==> src/rtl/mac_dot_product_sequencer.sv <==
// rtl/mac_dot_product_sequencer.sv - operand buffer and sequencer driving an 8x8 MAC for dot products
//
// Purpose: collects a vector of up to DEPTH (b,c) operand pairs from an upstream
// valid/ready stream, clears the MAC, streams the pairs into it one per cycle with
// the accumulate enable delayed by MULT_LAT, then captures the accumulator and
// offers it downstream on a valid/ready result port.
//
// Ports:
//   clk, nreset             clock, synchronous active-low reset
//   s_valid/s_ready         operand pair handshake; s_b, s_c operands; s_last ends vector
//   mac_b, mac_c            operands to the MAC multiplier
//   mac_en, mac_rst         latency-aligned accumulate enable, active-high MAC clear
//   mac_a                   MAC accumulator value
//   m_valid/m_ready         result handshake; m_data dot product, m_count pair count

module mac_dot_product_sequencer #(
  parameter int DEPTH    = 16,
  parameter int AW       = 4,
  parameter int MULT_LAT = 2
) (
  input  logic          clk,
  input  logic          nreset,
  input  logic          s_valid,
  output logic          s_ready,
  input  logic [7:0]    s_b,
  input  logic [7:0]    s_c,
  input  logic          s_last,
  output logic [7:0]    mac_b,
  output logic [7:0]    mac_c,
  output logic          mac_en,
  output logic          mac_rst,
  input  logic [15:0]   mac_a,
  output logic          m_valid,
  input  logic          m_ready,
  output logic [15:0]   m_data,
  output logic [AW:0]   m_count
);

  typedef enum logic [2:0] {LOAD, CLEAR, STREAM, DRAIN, HOLD} state_t;

  localparam logic [AW:0] DEPTH_N = (AW+1)'(DEPTH);

  state_t              state;
  logic [AW:0]         count;
  logic [AW:0]         idx;
  logic [7:0]          b_mem [DEPTH];
  logic [7:0]          c_mem [DEPTH];
  logic [MULT_LAT-1:0] en_dly;
  logic [MULT_LAT:0]   en_next;
  logic                accept;
  logic                load_pair;

  assign s_ready = (state == LOAD) && (count < DEPTH_N);
  assign accept  = s_valid && s_ready;

  // The MAC must be held clear whenever this block is in reset so an aborted
  // vector cannot leak into the next accumulation.
  assign mac_rst = !nreset || (state == CLEAR);

  // A pair is placed on mac_b/mac_c at the next edge; CLEAR preloads pair 0.
  assign load_pair = (state == CLEAR) || ((state == STREAM) && (idx < count));
  assign en_next   = {en_dly, load_pair};

  // Operand storage needs no reset: only entries below count are ever read.
  always_ff @(posedge clk) begin
    if (accept) begin
      b_mem[count[AW-1:0]] <= s_b;
      c_mem[count[AW-1:0]] <= s_c;
    end
  end

  always_ff @(posedge clk) begin
    if (!nreset) begin
      state   <= LOAD;
      count   <= '0;
      idx     <= '0;
      en_dly  <= '0;
      mac_en  <= 1'b0;
      mac_b   <= 8'd0;
      mac_c   <= 8'd0;
      m_valid <= 1'b0;
      m_data  <= 16'd0;
      m_count <= '0;
    end else begin
      // The delay line shifts every cycle, so DRAIN naturally flushes it with 0s.
      en_dly <= en_next[MULT_LAT-1:0];
      mac_en <= en_dly[MULT_LAT-1];
      mac_b  <= 8'd0;
      mac_c  <= 8'd0;

      case (state)
        LOAD: begin
          if (accept) begin
            count <= count + 1'b1;
            if (s_last || (count == DEPTH_N - 1'b1)) state <= CLEAR;
          end
        end
        CLEAR: begin
          mac_b <= b_mem[0];
          mac_c <= c_mem[0];
          idx   <= (AW+1)'(1);
          state <= STREAM;
        end
        STREAM: begin
          if (idx < count) begin
            mac_b <= b_mem[idx[AW-1:0]];
            mac_c <= c_mem[idx[AW-1:0]];
            idx   <= idx + 1'b1;
          end else begin
            state <= DRAIN;
          end
        end
        DRAIN: begin
          // Delay line empty and the final enable already seen by the
          // accumulator, so mac_a now holds the complete sum.
          if ((en_dly == '0) && !mac_en) begin
            m_data  <= mac_a;
            m_count <= count;
            m_valid <= 1'b1;
            state   <= HOLD;
          end
        end
        HOLD: begin
          if (m_ready) begin
            m_valid <= 1'b0;
            count   <= '0;
            state   <= LOAD;
          end
        end
        default: state <= LOAD;
      endcase
    end
  end

endmodule

==> config.mk <==
export PLATFORM = sky130hd
export DESIGN_NAME = mac_dot_product_sequencer
export DESIGN_NICKNAME = d
export VERILOG_FILES = /design/src/rtl/mac_dot_product_sequencer.sv
export SDC_FILE = /design/constraint.sdc
export NUM_CORES = 1
export LEC_CHECK = 0
export BUFFER_PORTS_ARGS = -buffer_cell sky130_fd_sc_hd__clkbuf_2
export CORE_UTILIZATION = 55
export DETAILED_ROUTE_END_ITERATION = 8
export GPL_TIMING_DRIVEN = 0
export PLACE_DENSITY = 0.8
export RECOVER_POWER = 50
export SLEW_MARGIN = 20
export SYNTH_ARGS = -nofsm -noshare
export SYNTH_HDL_FRONTEND = slang
export SYNTH_SLANG_ARGS = --single-unit
export TNS_END_PERCENT = 10
==> constraint.sdc <==
create_clock -name clk -period 8.4 [get_ports clk]
set_input_delay 0.84 -clock clk [delete_from_list [all_inputs] [get_ports clk]]
set_output_delay 0.84 -clock clk [all_outputs]
set_load 0.01 [all_outputs]
==> summary.txt <==
Logic synthesis
  • Avg Inst Size Synth: 16.2 sq um
  • Ys flop type: edfxtp_1
  • Synth top area share: 0.624
  • FF+latch count, synth: approximately 310
  • Synth unique cells: 45
  • Post-synth net total: approximately 810
  • Synth area leader: edfxtp_1
  • Synth warn: 0
  • Post-synth ARST share: 0
  • EDFF count, synth: roughly 260
  • Mapped Cells: 759
  • Area contributors post-synth: edfxtp_1, dfxtp_1, mux4_2
  • Seq/Total Area, Yosys: 0.718
  • Syn Std Cell Area: 12300 sq um

Routing
  • DRC: 0
  • Total Wirelength: ~27000 microns
  • Avg Vias per Cell: 5.87
  • Final ANT Viol Nets: 0
  • Drt pass-1 iters: 5
  • Drt wl/cell: ~22 microns
  • DR vias: about 7100
  • Starting DRT DRC Count: 641

Layout
  • Final Util: 0.654
  • Layout cells sized above 1: 0.257
  • Final non-filler cell total: ~1200
  • Ant diodes: 0
  • Area added between synthesis and finish: 16.3%
  • Nets: approximately 950

Clocking
  • Bufs on Longest Clock Path: 3
  • TritonCTS clock tree: yes
  • Post-CTS resize count: 0
  • Worst skew pair latency: around 0.54 ns
  • Reg clk slew, reported paths: roughly 0.060 ns
  • CTS H-Tree Depth: 1
  • Root Buffer Master: clkbuf_16
  • Postcts setup bufs: 0
  • Hold-fix buffers, CTS: 0
  • Number of buffers created by CTS: 31
  • Sink Count: approximately 310

Global route
  • Initial antenna violation count: 0
  • Vias in the first global route: a little over 7000
  • Global-route wire length before repair: 40400 microns
  • Gr ovfl total: 0
  • GRT Resource Usage Total: 0.240
  • Largest net degree at the start of global routing: 17

Die
  • Die area: roughly 23000 sq um
  • Initial Utilization: 0.563
  • Placement Rows: 54
  • Die Y: 152 microns
  • Core region area: 21900 sq um
  • Die X: approximately 150 microns
  • Io pins: 78

Status
  • Status: complete, no violations

Critical path
  • Arrival @ worst endpoint: 3.19 ns
  • Worst setup endpoint: b_mem[8][3]$_DFFE_PP_
  • WS Path Type: reg2reg
  • Reg2Reg Setup Slack: 5.47 ns
  • Critical Path Sink Type: flop
  • Req. time, crit path: between 8 and 9 ns
  • CP Max Fanout: 10
  • R2R Path End: b_mem[8][3]$_DFFE_PP_
  • FF-to-FF Start: state[0]$_SDFFE_PN0P_
  • CP startpoint: state[0]$_SDFFE_PN0P_
  • Startpoint types: flop
  • Reg2Reg Depth: 8

Min path
  • Worst min path class: reg2reg
  • Worst hold start: en_dly[1]$_SDFF_PN0_

STA
  • Final Hold Viols: 0
  • Rel. slew slack: 0.337
  • Top achievable clock speed: 341 MHz
  • Fin crit period: between 2 and 3 ns
  • RSZ-0062 raised after global routing: false
  • Final slew viol count: 0
  • Setup Viol. Count Final: 0
  • Worst slew pin tran: just under 1 ns
  • Setup TNS: 0 ns
  • Post-Route Skew: 0.00698 ns
  • Crit share post-route: 0.349

Placed design
  • DP HPWL: about 18000 microns
  • Cell total after placement: between 1000 and 1500
  • Final GP Congestion: 0.829
  • IO Port Bufs: between 70 and 80

Pwr
  • P_leak: 4.85 nW
  • Peak VDD IR: ~0.16 mV
  • Power Density: ~230 nW/um^2

Flow run
  • # Max-Cap Violations: 0
==> stage by stage <==
step	hold slack, ns	total power (W)	setup slack (ns)	instance area [sq um]
after floorplan	0.429	0.00184	5.22	12300
after global placement	0.441	0.00190	3.61	13100
after detailed placement	0.444	0.00191	5.61	13400
after CTS	0.451	0.00326	5.69	14400
after global routing	0.480	0.00333	5.18	14300
final	0.457	0.00324	5.47	14300
==> synthesized netlist by cell type, types with 3 or more instances <==
library cell	instances
inv_1	8
o21ai_1	18
buf_6	5
nor2_1	29
and2_1	7
nand3_1	7
buf_2	13
mux4_2	34
a21boi_0	4
nor4_1	8
mux2_2	45
buf_4	4
o21ai_0	8
mux2_1	15
a21boi_1	34
ha_1	10
nor3_1	6
nor2b_1	11
a222oi_1	15
mux2i_1	16
nand2_1	103
dfxtp_1	58
clkbuf_1	16
edfxtp_1	256
and3_1	3
==> how the worst min path moves through the flow <==
stage                         endpoint  cells past startpoint  slack (ns)
2_1_floorplan      mac_b[1]$_SDFF_PN0_                      2        0.43
3_3_place_gp   m_data[10]$_SDFFE_PN0P_                      2        0.44
3_5_place_dp   m_count[1]$_SDFFE_PN0P_                      2        0.44
4_1_cts        m_count[1]$_SDFFE_PN0P_                      2        0.45
5_1_grt              mac_en$_SDFF_PN0_                      1        0.48
6_report             mac_en$_SDFF_PN0_                      1        0.46
==> critical path, cell delays in order (launching register included) <==
cell and delay (ns):
dfxtp_1 0.30, clkbuf_1 0.19, nor4_1 0.55, nand2_1 0.13
clkbuf_1 0.31, nor4_2 0.52, buf_2 0.30, buf_4 0.17
buf_4 0.17
==> cells by family (layout without fill, tap and decap cells) <==
family                   after synthesis  in the layout  synth area share
AO/OA/AOI/OAI                         90             90            0.0524
XOR/XNOR                               2              2           0.00142
adder cells (fa/ha/maj)               10             10            0.0102
buffers and inverters                 49            215            0.0205
flip-flops                           314            314             0.718
multiplexers                         111            111             0.131
AND/OR/NAND/NOR                      183            183            0.0659
==> layout by cell type, fill, tap and decap left out, types with 3 or more instances in the layout <==
cell type	netlist	layout
clkinv_1	1	4
buf_2	13	25
a21boi_1	34	16
a21boi_0	4	22
bufinv_16	0	3
dfxtp_1	58	58
mux4_2	34	34
a222oi_1	15	15
and3_1	3	3
buf_4	4	18
mux2_2	45	45
nor3_2	0	4
nor4_2	1	8
clkbuf_8	0	3
nor2_2	1	5
buf_6	5	10
ha_1	10	10
nor2b_1	11	11
clkinvlp_4	0	3
mux2i_1	16	16
inv_1	8	8
nand3_1	7	7
o21ai_1	18	18
and2_1	7	5
nand2_1	103	103
edfxtp_1	256	256
clkinv_2	0	5
mux2_1	15	15
nor2_1	29	25
clkbuf_2	0	41
clkbuf_1	16	60
o21ai_0	8	8
clkbuf_16	0	31
==> where the power goes <==
part           leakage (nW)  internal, W  switching, W
Combinational          1.58    0.0000623     0.0000968
Clock                 0.490     0.000799      0.000568
Sequential             2.78      0.00170     0.0000106
==> cell type report <==
cell class	count	area (sq um)
timing repair buffer	109	567
fill	1496	7570
buffer	40	218
sequential	314	8850
tap	280	350
inverter	9	33.8
clock inverter	16	174
multi-input combinational	396	3290
clock buffer	41	843
==> per-layer routing <==
layer / global-route usage / up-vias / wire (microns)
met5: 0 / - / 0
met4: 0.0881 / 0 / 851
met3: 0.0383 / 67 / 1750
met2: 0.415 / 298 / 13400
met1: 0.305 / 3520 / 10600
li1: - / 3186 / -
==> registers in the layout, summed over array words and instances, names as in the netlist, 2 cells and up, named ones only <==
register  count
count         5
en_dly        2
idx           5
m_data       16
m_count       5
b_mem       128
mac_b         8
c_mem       128
state         3
mac_c         8
Power figures use the tool's default switching activity.
